### src/rtl/bw_mult_arbiter.sv
// bw_mult_arbiter
//   Two-requester round-robin front end for one shared 4x4 signed Baugh-Wooley multiplier.
//   A granted requester's operands are registered. After MUL_LAT settle cycles the product is
//   captured and held on a valid/ready result port, tagged with the owning requester id.
// Ports
//   clk, rst                     clock, synchronous active-high reset
//   req{0,1}_valid/_ready        operand handshake per requester
//   req{0,1}_a, req{0,1}_b       4-bit two's complement operands
//   res_valid/res_ready          result handshake
//   res_prod                     8-bit signed product
//   res_id                       requester that owns res_prod
//   busy                         high while a multiply is in flight or a result is pending
module bw_mult_arbiter #(
   parameter int unsigned MUL_LAT = 1  // legal range 1..15
) (
   input  logic       clk,
   input  logic       rst,
   input  logic       req0_valid,
   output logic       req0_ready,
   input  logic [3:0] req0_a,
   input  logic [3:0] req0_b,
   input  logic       req1_valid,
   output logic       req1_ready,
   input  logic [3:0] req1_a,
   input  logic [3:0] req1_b,
   output logic       res_valid,
   input  logic       res_ready,
   output logic [7:0] res_prod,
   output logic       res_id,
   output logic       busy
);

   localparam logic [3:0] CntLoad = 4'(MUL_LAT - 1);

   typedef enum logic [1:0] {StIdle, StMul, StDone} state_e;

   state_e     state_q, state_d;
   logic       last_q, last_d;
   logic [3:0] op_a_q, op_a_d;
   logic [3:0] op_b_q, op_b_d;
   logic       id_q, id_d;
   logic [3:0] cnt_q, cnt_d;
   logic       res_valid_q, res_valid_d;
   logic [7:0] res_prod_q, res_prod_d;
   logic       res_id_q, res_id_d;

   logic       grant0, grant1;
   logic [7:0] prod;
   logic       pp;

   // Baugh-Wooley: partial products that pair exactly one sign bit with a magnitude bit are
   // inverted, and the correction constant 2^4 + 2^7 restores the signed result mod 2^8.
   always_comb begin
      prod = 8'd0;
      pp   = 1'b0;
      for (int i = 0; i < 4; i++) begin
         for (int j = 0; j < 4; j++) begin
            pp = op_a_q[i] & op_b_q[j];
            if ((i == 3) != (j == 3)) pp = ~pp;
            prod = prod + (8'(pp) << (i + j));
         end
      end
      prod = prod + 8'h90;
   end

   // On a tie the requester that did not win last time gets the grant.
   assign grant0 = req0_valid & (~req1_valid | last_q);
   assign grant1 = req1_valid & (~req0_valid | ~last_q);

   assign req0_ready = (state_q == StIdle) & grant0 & ~rst;
   assign req1_ready = (state_q == StIdle) & grant1 & ~rst;

   assign res_valid = res_valid_q;
   assign res_prod  = res_prod_q;
   assign res_id    = res_id_q;
   assign busy      = (state_q == StMul) | (state_q == StDone);

   always_comb begin
      state_d     = state_q;
      last_d      = last_q;
      op_a_d      = op_a_q;
      op_b_d      = op_b_q;
      id_d        = id_q;
      cnt_d       = cnt_q;
      res_valid_d = res_valid_q;
      res_prod_d  = res_prod_q;
      res_id_d    = res_id_q;
      unique case (state_q)
         StIdle: begin
            if (req0_ready) begin
               op_a_d  = req0_a;
               op_b_d  = req0_b;
               id_d    = 1'b0;
               last_d  = 1'b0;
               cnt_d   = CntLoad;
               state_d = StMul;
            end else if (req1_ready) begin
               op_a_d  = req1_a;
               op_b_d  = req1_b;
               id_d    = 1'b1;
               last_d  = 1'b1;
               cnt_d   = CntLoad;
               state_d = StMul;
            end
         end
         StMul: begin
            if (cnt_q == 4'd0) begin
               res_prod_d  = prod;
               res_id_d    = id_q;
               res_valid_d = 1'b1;
               state_d     = StDone;
            end else begin
               cnt_d = cnt_q - 4'd1;
            end
         end
         StDone: begin
            // Result is held until consumed; no new accept in the drain cycle.
            if (res_ready) begin
               res_valid_d = 1'b0;
               state_d     = StIdle;
            end
         end
         default: state_d = StIdle;
      endcase
   end

   always_ff @(posedge clk) begin
      if (rst) begin
         state_q     <= StIdle;
         last_q      <= 1'b1;
         op_a_q      <= 4'd0;
         op_b_q      <= 4'd0;
         id_q        <= 1'b0;
         cnt_q       <= 4'd0;
         res_valid_q <= 1'b0;
         res_prod_q  <= 8'd0;
         res_id_q    <= 1'b0;
      end else begin
         state_q     <= state_d;
         last_q      <= last_d;
         op_a_q      <= op_a_d;
         op_b_q      <= op_b_d;
         id_q        <= id_d;
         cnt_q       <= cnt_d;
         res_valid_q <= res_valid_d;
         res_prod_q  <= res_prod_d;
         res_id_q    <= res_id_d;
      end
   end

endmodule

### config.mk
export PLATFORM = sky130hd
export DESIGN_NAME = bw_mult_arbiter
export DESIGN_NICKNAME = d
export VERILOG_FILES = /design/src/rtl/bw_mult_arbiter.sv
export SDC_FILE = /design/constraint.sdc
export NUM_CORES = 1
export LEC_CHECK = 0
export CAP_MARGIN = 10
export CORE_ASPECT_RATIO = 0.6
export CORE_MARGIN = 10
export CORE_UTILIZATION = 50
export CTS_CLUSTER_SIZE = 14
export DETAILED_ROUTE_END_ITERATION = 8
export PLACE_DENSITY = 0.86
export SLEW_MARGIN = 20
export SYNTH_ARGS = -nofsm -noshare
export SYNTH_HDL_FRONTEND = slang
export SYNTH_SLANG_ARGS = --single-unit
### constraint.sdc
create_clock -name clk -period 3.54 [get_ports clk]
set_input_delay 0.531 -clock clk [delete_from_list [all_inputs] [get_ports clk]]
set_output_delay 0.531 -clock clk [all_outputs]
set_load 0.005 [all_outputs]
# --- Word level (Yosys, flattened, before mapping) ---
# Index checks and enable logic that the tools add are counted.
classes:
  add_sub_neg: 17
  multipliers: 0
  div_mod_pow: 0
  n_lt_le_gt_ge: 0
  n_eq_ne: 6
  n_shift: 0
  muxes: 18
  n_bitwise: 35
  n_reduce_logical: 10
op_table:
  columns: ["operator", "count"]
  rows:
  - ["4-bit two-way mux", 7]
  - ["8-bit by 5-bit adder with 8-bit output", 3]
  - ["1-bit AND", 22]
  - ["8-bit by 4-bit adder with 8-bit output", 2]
  - ["8-bit by 6-bit adder with 8-bit output", 2]
  - ["1-bit inverter", 10]
  - ["3-bit AND reduction", 3]
  - ["7-bit by 4-bit adder with 8-bit output", 1]
  - ["8-bit by 3-bit adder with 8-bit output", 1]
  - ["8-bit by 7-bit adder with 8-bit output", 1]
  - ["8-bit adder (second input constant)", 1]
  - ["2-bit two-way mux", 4]
  - ["4-bit case mux with 2 select lines", 1]
  - ["6-bit by 3-bit adder with 7-bit output", 1]
  - ["5-bit by 2-bit adder with 6-bit output", 1]
  - ["2-bit case mux with 3 select lines", 1]
  - ["2-bit nonzero test", 3]
  - ["4-bit by 4-bit adder with 5-bit output", 1]
  - ["3-bit by 3-bit adder with 4-bit output", 1]
  - ["4-bit zero test", 1]
  - ["1-bit two-way mux", 4]
  - ["2-bit != test (second input constant)", 2]
  - ["2-bit AND reduction", 2]
  - ["4-bit by 1-bit subtractor with 4-bit output (second input constant)", 1]
  - ["other kinds (8)", 10]
word_totals:
  ff_bits: 26
  latchBits: 0
  ramBits: 0
  romBits: 0
  memories: 0

# --- Logic depth before layout (Yosys ltp) ---
# Gate-level depths: netlist of run 1.
depth:
  depth_word: 17
  ltp_mapped: 10
  ltp_nobuf: 10

# --- Worst setup path after synthesis of run 1 ---
# Ideal clock, no wire load.
synth_path:
  path_kind: "reg2reg"
  from: "reg op_a_q[1]"
  to: "reg res_prod_q[7], in the netlist res_prod[7]"
  setup_ns: 0.086
  arrival_time_ns: 2.656
  required_time_ns: 3.454
  setup_slack_ns: 0.799
  path_stages_with_launch: 10
  path_buffers: 0
  synth_period_minus_slack_ns: 2.741
  path_cell_list: "dfxtp_1 -> and2_1 -> fa_1 -> fa_1 -> ha_1 -> fa_1 -> a21o_1 -> a21oi_1 -> xnor2_1 -> a211oi_1"
synth_between:
  elab_chain_len: 14
  word_cells_on_any_way: 18
  cone_classes: "add/sub: 13; bitwise: 5"
synth_rtl:
  columns: ["element", "line_no", "source"]
  rows:
  - ["from (decl)", "39", "logic [3:0] op_a_q, op_a_d;"]
  - ["from (signal assigned)", "141", "op_a_q <= op_a_d;"]
  - ["1-bit AND", "58", "pp = op_a_q[i] & op_b_q[j];"]
  - ["5-bit by 2-bit adder with 6-bit output", "60", "prod = prod + (8'(pp) << (i + j));"]
  - ["6-bit by 3-bit adder with 7-bit output", "60", null]
  - ["7-bit by 4-bit adder with 8-bit output", "60", null]
  - ["8-bit by 5-bit adder with 8-bit output *", "60", null]
  - ["8-bit by 3-bit adder with 8-bit output *", "60", null]
  - ["8-bit by 4-bit adder with 8-bit output *", "60", null]
  - ["8-bit by 5-bit adder with 8-bit output *", "60", null]
  - ["8-bit by 6-bit adder with 8-bit output *", "60", null]
  - ["8-bit by 4-bit adder with 8-bit output *", "60", null]
  - ["8-bit by 5-bit adder with 8-bit output *", "60", null]
  - ["8-bit by 6-bit adder with 8-bit output *", "60", null]
  - ["8-bit by 7-bit adder with 8-bit output *", "60", null]
  - ["8-bit adder *", "63", "prod = prod + 8'h90;"]
  - ["to (signal assigned)", "146", "res_prod_q <= res_prod_d;"]
  - ["to (decl)", "44", "logic [7:0] res_prod_q, res_prod_d;"]
# Mark *: on every way between the ends. The rest lies on a longest branch, timed or not.
# A chain may end at the register's enable or synchronous reset.

# --- Final worst setup path of run 1 ---
layout_path:
  from: "reg op_b_q[2]"
  to: "reg res_prod_q[7], in the netlist res_prod[7]"
layout_between:
  elab_chain_len: 16
  word_cells_on_any_way: 20
  cone_classes: "add/sub: 15; bitwise: 5"
layout_rtl:
  columns: ["element", "line_no", "source"]
  rows:
  - ["from (decl)", "40", "logic [3:0] op_b_q, op_b_d;"]
  - ["from (signal assigned)", "142", "op_b_q <= op_b_d;"]
  - ["1-bit AND", "58", null]
  - ["3-bit by 3-bit adder with 4-bit output", "60", null]
  - ["4-bit by 4-bit adder with 5-bit output", "60", null]
  - ["5-bit by 2-bit adder with 6-bit output", "60", null]
  - ["6-bit by 3-bit adder with 7-bit output", "60", null]
  - ["7-bit by 4-bit adder with 8-bit output", "60", null]
  - ["8-bit by 5-bit adder with 8-bit output", "60", null]
  - ["8-bit by 3-bit adder with 8-bit output", "60", null]
  - ["8-bit by 4-bit adder with 8-bit output", "60", null]
  - ["8-bit by 5-bit adder with 8-bit output", "60", null]
  - ["8-bit by 6-bit adder with 8-bit output", "60", null]
  - ["8-bit by 4-bit adder with 8-bit output", "60", null]
  - ["8-bit by 5-bit adder with 8-bit output", "60", null]
  - ["8-bit by 6-bit adder with 8-bit output *", "60", null]
  - ["8-bit by 7-bit adder with 8-bit output *", "60", null]
  - ["8-bit adder *", "63", null]
# Marks and branches as above.

==> results_dict.tcl, run 1 <==
set metrics [dict create \
    drcViolationCount 0 \
    grt_max_degree 33 \
    core_mm2 0.00320 \
    cts.htree.levels 1 \
    grt_setup_unrepaired "no" \
    crit_type "flip-flop to flip-flop" \
    io_buffers 33 \
    synth_top_area_frac 0.316 \
    postRouteAntennaNets 0 \
    syn_area_per_cell_um2 9.00 \
    synthesis.area_mm2 0.00165 \
    synth-edff-count 0 \
    synthDistinctLibCells 38 \
    drive_gt1_frac 0.0691 \
    setup_viol 0 \
    synthMuxAreaShare 0.0737 \
    rows 16 \
    cts.repair.resized 0 \
    fin_crit_ns 2.94 \
    clockPowerShare 0.194 \
    overflow 0 \
    power_density_mw_per_mm2 610 \
    yosys.area.top_type "dfxtp_1" \
    die_y_um 64.5 \
    critical_path_required_ns 3.73 \
    synth-warning-count 0 \
    drv_slew 0 \
    worst-slew-pin-transition_ns 0.549 \
    max_cap_viol_count 0 \
    mostFrequentLayoutCells "clkdlybuf4s50_1 (33), dfxtp_1 (26), nand2_1 (21)" \
    diodes 0 \
    wl_mm 3.48 \
    async_flop_share 0 \
    power_mw 1.27 \
    antenna_found_initial 0 \
    io_pins 34 \
    dpl.hpwl_mm 2.75 \
    gp_congestion 0.825 \
    power_switching_uw 452 \
    r2r.worst_path.cells 9 \
    drt_pass1_iterations 4 \
    switching_share 0.356 \
    totalNegativeSetupSlack_ns 0 \
    vias 1330 \
    syn-num-nets 225 \
    power_leakage_nw 0.816 \
    cts_tree "built" \
    num-fill-cells 291 \
    die_area_mm2 0.00607 \
    die_w_um 94.1 \
    area_growth_syn_to_layout_pct 26.2 \
    clock-skew-final_ns 0.00686 \
    clockRootBuffer "clkbuf_8" \
    clk_pin_slew_ns 0.09 \
    fin_crit_sh 0.831 \
    mostFrequentLayoutCell "clkdlybuf4s50_1" \
    cp-end-kind "flip-flop" \
    wl_per_cell_um 13.3 \
    synth_compound_area_frac 0.151 \
    p_seq_frac 0.325 \
    critPathMaxFanout 5 \
    viasPerCell 5.08 \
    hold_ws_ns 0.455 \
    cp.arrival_ns 3.13 \
    cts_sinks 26 \
    comb_power_share 0.482 \
    hp-class "flip-flop to flip-flop" \
    place_worst_setup_slack_ns 0.623 \
    grt_pass1_wl_mm 5.81 \
    ir_drop_mv 0.262 \
    layout_setup_ws_ns 0.597 \
    drt_iter0_drc 63 \
    initial_utilization 0.514 \
    start_kind "flip-flop" \
    synthAdderAreaFrac 0.182 \
    synth_flop_cell "dfxtp_1" \
    holdBufCountCts 0 \
    post_cts_buffers 0 \
    final_nets 260 \
    hold_depth 2 \
    ys_ff_latch 26 \
    syn_inst 183 \
    clk_latency_ns 0.27 \
    status "complete, no violations" \
    synth-xor-area-share 0.0106 \
    track_usage 0.114 \
    synth_top_family_by_area "simple AND/OR/NAND/NOR gates" \
    intPower_uw 817 \
    cts_made_buffers 3 \
    yosys-top-cells-area "dfxtp_1 (32%), ha_1 (12%), mux2i_1 (6.7%), fa_1 (6.1%), nand2_1 (4.8%)" \
    synth-seq-area-share 0.316 \
    clk_path_buf_depth 2 \
    max_clock_freq_mhz 340 \
    finalHoldViolations 0 \
    grt_pass1_vias 1287 \
    synth-simple-area-share 0.194 \
    slew_headroom 0.630 \
]
==> cells by family after synthesis <==
logic type | Yosys count
simple gates | 63
compound gates | 36
flops | 26
buf+inv | 23
fa+ha+maj | 21
mux | 12
xor+xnor | 2
==> cells in the mapped netlist (all sizes together), types with 4 or more instances <==
cell    instances
dfxtp          26
nand2          21
ha             16
inv            15
nor2           13
a21oi          12
mux2i          11
a211oi         10
and2            7
nand2b          7
buf             5
fa              5
o21ai           4
==> layout make-up <==
class / count / area [um2] / area share
repair buffers: 38 / 368 / 0.177
clock buffers: 3 / 41.3 / 0.0199
inverters: 15 / 56.3 / 0.0271
flip-flops and latches: 26 / 520 / 0.250
multi-input cells: 134 / 1010 / 0.484
clock inverters: 1 / 30.0 / 0.0144
well taps: 45 / 56.3 / 0.0271
==> sequential cells by signal (all words and copies together), names as in the netlist <==
signal,flops
id_q,1
last_q,1
op_a_q,4
cnt_q,4
state_q,2
res_id,1
res_prod,8
res_valid,1
op_b_q,4
==> worst paths after layout <==
path                            startpoint          end  slack (ns)
worst min-delay path                  id_q       res_id        0.45
worst max-delay path             op_b_q[2]  res_prod[7]        0.60
worst min register to register        id_q       res_id        0.45
worst max register to register   op_b_q[2]  res_prod[7]        0.60
==> metal layers <==
metal  GRT usage  vias to the layer above  part of all wire  wire, um
li1            -                      694                 -         -
met1       0.155                      588              0.50      1750
met2       0.168                       44              0.41      1410
met3      0.0402                        4             0.082       284
met4      0.0245                        0            0.0083        29
met5           0                        -                 0         0
==> critical path: stages (launching register included) <==
cell and delay (ns):
dfxtp_1 0.41, and2_1 0.18, fa_1 0.45, fa_1 0.49, ha_1 0.24, fa_1 0.40, a21o_1 0.19, a21oi_1 0.16
xnor2_1 0.10, a211oi_1 0.23
==> per-stage QoR <==
stage                      util  std cells  area, um2
final                     0.649        262       2080
after global routing      0.649        262       2080
after CTS                 0.649        262       2080
after detailed placement  0.627        258       2010
after global placement    0.627        258       2010
after floorplan               -        183       1650
==> power by group through the flow <==
stage,registers (mW),clock network (mW),logic [mW]
floorplan,0.409,0,0.427
finish,0.412,0.246,0.611
CTS,0.412,0.253,0.615
detailed placement,0.419,0,0.606
global route,0.423,0.262,0.683
global placement,0.414,0,0.600
Power figures use the tool's default switching activity.
==> run 2, diff against run 1 <==
- clock period: 3.54 -> 2.95 ns (I/O delays scaled with it)
==> results_dict.tcl, run 2 (synthesis gave the netlist of run 1 again) <==
set metrics [dict create \
    wl_mm 3.55 \
    dpl.hpwl_mm 2.79 \
    grt_max_degree 29 \
    wl_per_cell_um 13.6 \
    cp.arrival_ns 3.00 \
    worst-slew-pin-transition_ns 0.586 \
    fin_area_mm2 0.00209 \
    io_pins 34 \
    crit_buf_inv 0 \
    final_nets 260 \
    use_met3 0.0425 \
    clockPowerShare 0.192 \
    max_cap_viol_count 0 \
    top_usage_layer "met2" \
    initial_utilization 0.514 \
    clk_path_buf_depth 2 \
    setup_viol 0 \
    drive_gt1_frac 0.101 \
    overflow 0 \
    cts_tree "built" \
    switching_share 0.359 \
    hold_ws_ns 0.457 \
    place_inst 258 \
    crit_top_cell "fa_1" \
    power_leakage_nw 0.815 \
    grt.met1_usage 0.154 \
    crit_type "flip-flop to flip-flop" \
    critical_path_required_ns 3.14 \
    die_y_um 64.5 \
    clk_pin_slew_ns 0.09 \
    intPower_uw 991 \
    die_w_um 94.1 \
    diodes 0 \
    die_area_mm2 0.00607 \
    slew_headroom 0.605 \
    power_density_mw_per_mm2 739 \
    cts_made_buffers 3 \
    power_switching_uw 556 \
    grt_pass1_wl_mm 5.76 \
    grtUsageMet2 0.170 \
    core_mm2 0.00320 \
    place_worst_setup_slack_ns 0.0260 \
    instances_no_fill 262 \
    track_usage 0.114 \
    finalHoldViolations 0 \
    cts.htree.levels 1 \
    postRouteAntennaNets 0 \
    clock-skew-final_ns 0.00604 \
    rows 16 \
    power_mw 1.55 \
    drv_slew 0 \
    drcViolationCount 0 \
    fin_crit_sh 0.952 \
    hp-class "flip-flop to flip-flop" \
    vias 1330 \
    clockRootBuffer "clkbuf_8" \
    critPathSlowestCell "fa_1" \
    path_cells "and2_1, fa_1, fa_1, ha_2, fa_1, a21o_1, a21oi_2, xnor2_1, a211oi_1" \
    max_clock_freq_mhz 356 \
    start_kind "flip-flop" \
    comb_power_share 0.484 \
    io_buffers 33 \
    grt_pass1_vias 1243 \
    ir_drop_mv 0.321 \
    largest_reg_flops 8 \
    cp_slowest_stage_delay_ns 0.53 \
    status "complete, no violations" \
    placed_area_mm2 0.00201 \
    area_growth_syn_to_layout_pct 27.0 \
    finish.utilization 0.653 \
    drt_pass1_iterations 4 \
    critPathMaxFanout 5 \
    viasPerCell 5.08 \
    cp-end-kind "flip-flop" \
    critPathTopFamily "adder cells" \
    mostFrequentLayoutCell "clkdlybuf4s50_1" \
    clk_latency_ns 0.27 \
    totalNegativeSetupSlack_ns 0 \
    grt_setup_unrepaired "no" \
    mostFrequentLayoutCells "clkdlybuf4s50_1 (33), nand2_1 (21), dfxtp_1 (21)" \
    drt_iter0_drc 56 \
    gp_congestion 0.782 \
    fin_crit_ns 2.81 \
    layout_setup_ws_ns 0.141 \
    antenna_found_initial 0 \
    p_seq_frac 0.324 \
    cts_sinks 26 \
]
==> run 2: layout make-up <==
class / count / area (um2)
Tap cell: 45 / 56.3
Clock inverter: 1 / 30.0
Sequential cell: 26 / 527
Multi-Input combinational cell: 134 / 1010
Timing Repair Buffer: 38 / 368
Clock buffer: 3 / 41.3
Inverter: 15 / 56.3
Fill cell: 298 / 1110
==> run 2: what timing repair did <==
action                     4_1_cts  5_1_grt
setup buffers                    0        0
resized for setup                1        6
gates cloned                     0        0
pin swaps                        0        2
hold buffers                     0        0
setup endpoints to repair        1        1
==> run 2: worst min-delay path, stage by stage, from the launching register on <==
cell     delay, ns
dfxtp_1       0.32
nand2_1       0.05
a21oi_1       0.05
==> run 2: worst paths after layout <==
| path | cells past startpoint | to | start | slack (ns) |
|---|---|---|---|---|
| worst min-delay path | 2 | res_prod[3] | res_prod[3] | 0.46 |
| worst min register to register | 2 | res_prod[3] | res_prod[3] | 0.46 |
| worst max-delay path | 9 | res_prod[7] | op_a_q[2] | 0.14 |
| worst max register to register | 9 | res_prod[7] | op_a_q[2] | 0.14 |
==> run 2: metal layers <==
| layer | part of all wire | vias up | wire [um] |
|---|---|---|---|
| li1 | - | 693 | - |
| met1 | 0.51 | 603 | 1800 |
| met2 | 0.42 | 32 | 1490 |
| met3 | 0.071 | 2 | 252 |
| met4 | 0.0034 | 0 | 12 |
| met5 | 0 | - | 0 |
==> run 2: power by group through the flow <==
stage	Combinational [mW]	Clock (mW)	Sequential, mW
2_1_floorplan	0.512	0	0.491
3_3_place_gp	0.721	0	0.498
3_5_place_dp	0.733	0	0.502
4_1_cts	0.742	0.303	0.494
5_1_grt	0.844	0.312	0.511
6_report	0.749	0.297	0.501
==> edit 1 (config.mk and constraints of run 2) <==
Take the reset off `op_a_q`, `op_b_q` and `res_prod_q` and load them in a clocked block of their own.
--- a/src/rtl/bw_mult_arbiter.sv
+++ b/src/rtl/bw_mult_arbiter.sv
@@ -128,25 +128,25 @@
       if (rst) begin
          state_q     <= StIdle;
          last_q      <= 1'b1;
-         op_a_q      <= 4'd0;
-         op_b_q      <= 4'd0;
          id_q        <= 1'b0;
          cnt_q       <= 4'd0;
          res_valid_q <= 1'b0;
-         res_prod_q  <= 8'd0;
          res_id_q    <= 1'b0;
       end else begin
          state_q     <= state_d;
          last_q      <= last_d;
-         op_a_q      <= op_a_d;
-         op_b_q      <= op_b_d;
          id_q        <= id_d;
          cnt_q       <= cnt_d;
          res_valid_q <= res_valid_d;
-         res_prod_q  <= res_prod_d;
          res_id_q    <= res_id_d;
       end
    end
 
+   always_ff @(posedge clk) begin
+      op_a_q     <= op_a_d;
+      op_b_q     <= op_b_d;
+      res_prod_q <= res_prod_d;
+   end
+
 endmodule
 
Function: differs if rst is asserted again (counterexample within 4 cycles, from zero or initial values and one cycle with rst high); with rst held inactive, the same outputs for 10 cycles.
==> edit 1 against run 2 <==
- total power increased by 2.6%
- area after synthesis decreased by 6.0%
- setup slack got worse by 0.056 ns
- critical path depth decreased by 1
- sequential share of layout area increased by 8.7 points
- sequential cell count unchanged
- global-route usage decreased by 0.45 points
- routed wire length decreased by 6.6%
- final area decreased by 4.0%
- largest cell class unchanged
- largest power group unchanged
==> edit 1: results (changes against run 2) <==
| Metric | Value |
|---|---|
| Status | finished clean (unchanged) |
| Syn nets | 181 (was 225) |
| Commonest cells in the netlist | edfxtp_1, ha_1, inv_1 (was dfxtp_1, nand2_1, ha_1) |
| WP data arrival | 2.89 ns (was 3.00 ns) |
| Critical Path Start | op_a_q[2] (unchanged) |
| Iter 0 DRT Violations | 40 (was 56) |
| LEAKAGE | 0.806 nW (was 0.815 nW) |
| WL per Instance | 15.1 um (was 13.6 um) |
| Sequential share of the synthesized area | 43.9% (was 31.6%) |
| Antenna cell count | 0 (unchanged) |
| Synth async-reset ratio | 0% (unchanged) |
| All-Layer GR Usage | 11.0% (was 11.4%) |
| Largest net degree at the start of global routing | 14 (was 29) |
| Worst vdd ir | 0.395 mV (was 0.321 mV) |
| Number of flip-flops in the largest register | 8 (unchanged) |
| Prevailing post-synth register cell | edfxtp_1 (was dfxtp_1) |
| Layout cell share with drive strength beyond 1 | 11.8% (was 10.1%) |
| Worst-Skew Late Latency | 0.27 ns (about the same) |
| First-pass GRT wire length | 5210 um (was 5760 um) |
| Dpl hpwl | 2640 um (was 2790 um) |
| Final setup skew | 0.00130 ns (was 0.00604 ns) |
| Hold Path Origin | res_valid (was res_prod[3]) |
| Post-synth EDFFs | 16 (was 0) |
| Switching share of power | 34.2% (was 35.9%) |
| Synth top area cells | edfxtp_1, dfxtp_1, ha_1, fa_1, mux2_2 (was dfxtp_1, ha_1, mux2i_1, fa_1, nand2_1) |
| Reg2Reg Setup Slack | 0.09 ns (was 0.14 ns) |
| Routed via count | 1142 (was 1330) |
| Fill count | 213 (was 298) |
| CP Max Fanout | 3 (was 5) |
| Pre-Repair DR Iteration Count | 4 (unchanged) |
| Hold Path Class | register to register (unchanged) |
| H-Tree Depth | 1 (unchanged) |
| Synth unique cells | 31 (was 38) |
| Relative slew slack | 43.7% (was 60.5%) |
| Gpl congestion | 0.886 (was 0.782) |
| CTS Buffer Depth | 2 (unchanged) |
| R2R Path Start | op_a_q[2] (unchanged) |
| Nets | 222 (was 260) |
[edit 1: changes by cell type after synthesis, moves of 7 or more]
cell	change
a211oi_1	-9
dfxtp_1	-16
edfxtp_1	+16
mux2_2	+7
mux2i_1	-8
nand2_1	-12
[edit 1: kinds of logic after synthesis]
family / after synthesis / synth area share, %
mux: 11 / 7.75
compound gates: 23 / 9.77
fa+ha+maj: 21 / 19.4
flops: 26 / 43.9
simple gates: 40 / 13.7
xor+xnor: 3 / 1.70
buf+inv: 15 / 3.72
[edit 1: path summary, 6_finish.rpt]
path / to / depth (start not counted)
max: res_prod[7] / 8
min: res_valid / 2
max reg2reg: res_prod[7] / 8
min reg2reg: res_valid / 2
[edit 1: per-stage QoR]
stage / hold WS (ns) / setup WS, ns / instances / area, sq um / power (mW)
CTS: 0.489 / 0.00928 / 217 / 1980 / 1.58
detailed placement: 0.475 / 0.0196 / 214 / 1940 / 1.38
finish: 0.482 / 0.0851 / 220 / 2010 / 1.59
global route: 0.549 / -0.00575 / 220 / 2010 / 1.72
global placement: 0.464 / 0.102 / 214 / 1940 / 1.32
floorplan: 0.463 / 0.150 / 139 / 1550 / 1.06
[edit 1: power groups by stage]
| stage | Sequential, mW | Clock [mW] | Combinational, mW |
|---|---|---|---|
| after CTS | 0.584 | 0.198 | 0.795 |
| after global placement | 0.587 | 0 | 0.735 |
| after detailed placement | 0.593 | 0 | 0.786 |
| after floorplan | 0.592 | 0 | 0.468 |
| after global routing | 0.595 | 0.213 | 0.912 |
| final | 0.584 | 0.199 | 0.805 |
[edit 1: area by class of cell]
cell class | count | area share [%]
tap | 42 | 2.62
inverter | 12 | 2.24
sequential | 26 | 33.9
clock buffer | 3 | 2.06
multi-input combinational | 98 | 40.5
timing repair buffer | 39 | 18.7
[edit 1: per-layer routing]
| metal | wire length, um | part of all wire [%] | up-vias | GRT usage (%) |
|---|---|---|---|---|
| met1 | 1540 | 46 | 531 | 13.9 |
| met3 | 289 | 8.7 | 6 | 4.37 |
| met4 | 61 | 1.8 | 0 | 4.02 |
| met5 | 0 | 0 | - | 0 |
| li1 | - | - | 564 | - |
| met2 | 1430 | 43 | 41 | 16.4 |
[edit 1: worst max-delay path, cell delays in order, from the launching register on]
cell and delay [ns]:
edfxtp_1 0.43, and2_1 0.20, fa_1 0.47, fa_1 0.50
ha_1 0.24, fa_2 0.36, a21o_1 0.18, a21oi_1 0.16
xor2_1 0.08
[edit 1: what timing repair did]
| action | 4_1_cts | 5_1_grt |
|---|---|---|
| buffers inserted | 0 | 3 |
| setup endpoints to repair | 0 | 1 |
| gates resized for setup | 0 | 1 |
==> edit 2 (flow settings as in run 2) <==
Made on the original files. Encoding of `state_e`: now one-hot (3 bits for 3 states).
--- a/src/rtl/bw_mult_arbiter.sv
+++ b/src/rtl/bw_mult_arbiter.sv
@@ -32,7 +32,7 @@
 
    localparam logic [3:0] CntLoad = 4'(MUL_LAT - 1);
 
-   typedef enum logic [1:0] {StIdle, StMul, StDone} state_e;
+   typedef enum logic [2:0] {StIdle = 3'b001, StMul = 3'b010, StDone = 3'b100} state_e;
 
    state_e     state_q, state_d;
    logic       last_q, last_d;
Check against the original RTL: same outputs for any inputs over 10 cycles, from zero or initial values and one cycle with rst high; not proved beyond that.
==> edit 2 against run 2 <==
- sequential cell count grew 1
- non-clock buffer count grew 1
- routed wire length grew 8.8%
- area after synthesis shrank 4.6%
- final area shrank 2.8%
- die area shrank 3.4%
- count of clock-buffer cells in the layout is the same
- utilization grew 3.7 points
- setup slack lost 0.10 ns
- maximum frequency shrank 3.5%
- clock skew shrank 0.0031 ns
- global-route usage grew 1.2 points
- critical endpoint unchanged
Power is not compared: it rests on default switching activity, and its combinational part moved more than twofold at a synthesized area within 25%.
==> edit 2: results (changes against run 2) <==
| Metric | Value |
|---|---|
| Met2 usage in global routing | 16.8% (was 17.0%) |
| Reg area | 546 sq um (was 527 sq um) |
| CP Max Fanout | 4 (was 5) |
| WHS | 0.455 ns (was 0.457 ns) |
| Dpl hpwl | 3080 um (was 2790 um) |
| WL per Instance | 14.2 um (was 13.6 um) |
| Layout non-clock buf frac | 18.5% (was 17.6%) |
| Metal-1 WL | 2000 um (was 1800 um) |
| Comb_multi_in | 139 (was 134) |
| Largest net degree at the start of global routing | 28 (was 29) |
| CTS Buf Count | 3 (unchanged) |
| Reg2Reg Depth | 13 (was 9) |
| Place WS | -0.00249 ns (was 0.0260 ns) |
| Synth top area cells | dfxtp_1, ha_1, nand2_1, fa_1, a21oi_1 (was dfxtp_1, ha_1, mux2i_1, fa_1, nand2_1) |
| All-Layer GR Usage | 12.6% (was 11.4%) |
| Status | finished clean (unchanged) |
| Layout Utilization | 69.0% (was 65.3%) |
| Cells after Synth | 194 (was 183) |
| Hold Path Origin | res_prod[6] (was res_prod[3]) |
| Port Buf Inserts | 33 (unchanged) |
| CTS Sinks | 27 (was 26) |
| Logic inverters | 22 (was 15) |
| Fin worst setup slack | 0.0401 ns (was 0.141 ns) |
| Iter 0 DRT Violations | 82 (was 56) |
| Fill count | 264 (was 298) |
| Commonest cells in the netlist | nand2_1, dfxtp_1, inv_1 (was dfxtp_1, nand2_1, ha_1) |
| Layout cell share with drive strength beyond 1 | 12.6% (was 10.1%) |
| First-pass GRT wire length | 6260 um (was 5760 um) |
| Vias in the first global route | 1332 (was 1243) |
| Met3 Use GR | 5.56% (was 4.25%) |
| Layout clock area frac | 2.28% (was 3.41%) |
| Sequential share of the synthesized area | 34.4% (was 31.6%) |
| Met1 Use GR | 18.2% (was 15.4%) |
| Syn nets | 232 (was 225) |
| Buffers outside the clock class | 39 (was 38) |
| Gpl congestion | 0.842 (was 0.782) |
| Synth unique cells | 39 (was 38) |
| WP data arrival | 3.13 ns (was 3.00 ns) |
| Routed via count | 1449 (was 1330) |
| Final setup skew | 0.00292 ns (was 0.00604 ns) |
| Layout Cells excl Fill | 273 (was 262) |
| Routed wl met3 | 296 um (was 252 um) |
| Root Buffer | clkbuf_8 (unchanged) |
| Pre-Repair DR Iteration Count | 5 (was 4) |
| Met2 WL | 1540 um (was 1490 um) |
| Area after DPL | 1960 sq um (was 2010 sq um) |
| Prevailing post-synth register cell | dfxtp_1 (unchanged) |
| Slew @ Worst Pin | 0.737 ns (was 0.586 ns) |
| Number of flip-flops in the largest register | 8 (unchanged) |
| Hold Path Sink | res_prod[6] (was res_prod[3]) |
## edit 2: changes by cell type after synthesis, moves of 4 or more
cell and delta:
mux2i_1 -11, a221oi_1 +8, a211oi_1 -6, a21oi_1 +7
nand2_1 +10, and2_1 -6, ha_1 -4, nor2_1 +6
inv_1 +7
## edit 2: kinds of logic (layout without fill, tap and decap cells)
group / after synthesis / after routing / synth area share, %
AOI/OAI and AO/OA: 44 / 44 / 18.0
xor gates and xnor gates: 1 / 1 / 0.557
adders and majority gates: 17 / 17 / 15.9
buffers and inverters: 28 / 65 / 7.16
DFF: 27 / 27 / 34.4
muxes: 1 / 1 / 0.716
and+or+nand+nor: 76 / 76 / 23.3
## edit 2: what timing repair did
| item | 4_1_cts | 5_1_grt |
|---|---|---|
| setup endpoints to repair | 1 | 1 |
| pin swaps | 0 | 4 |
| gates resized for setup | 1 | 14 |
| setup buffers | 0 | 2 |
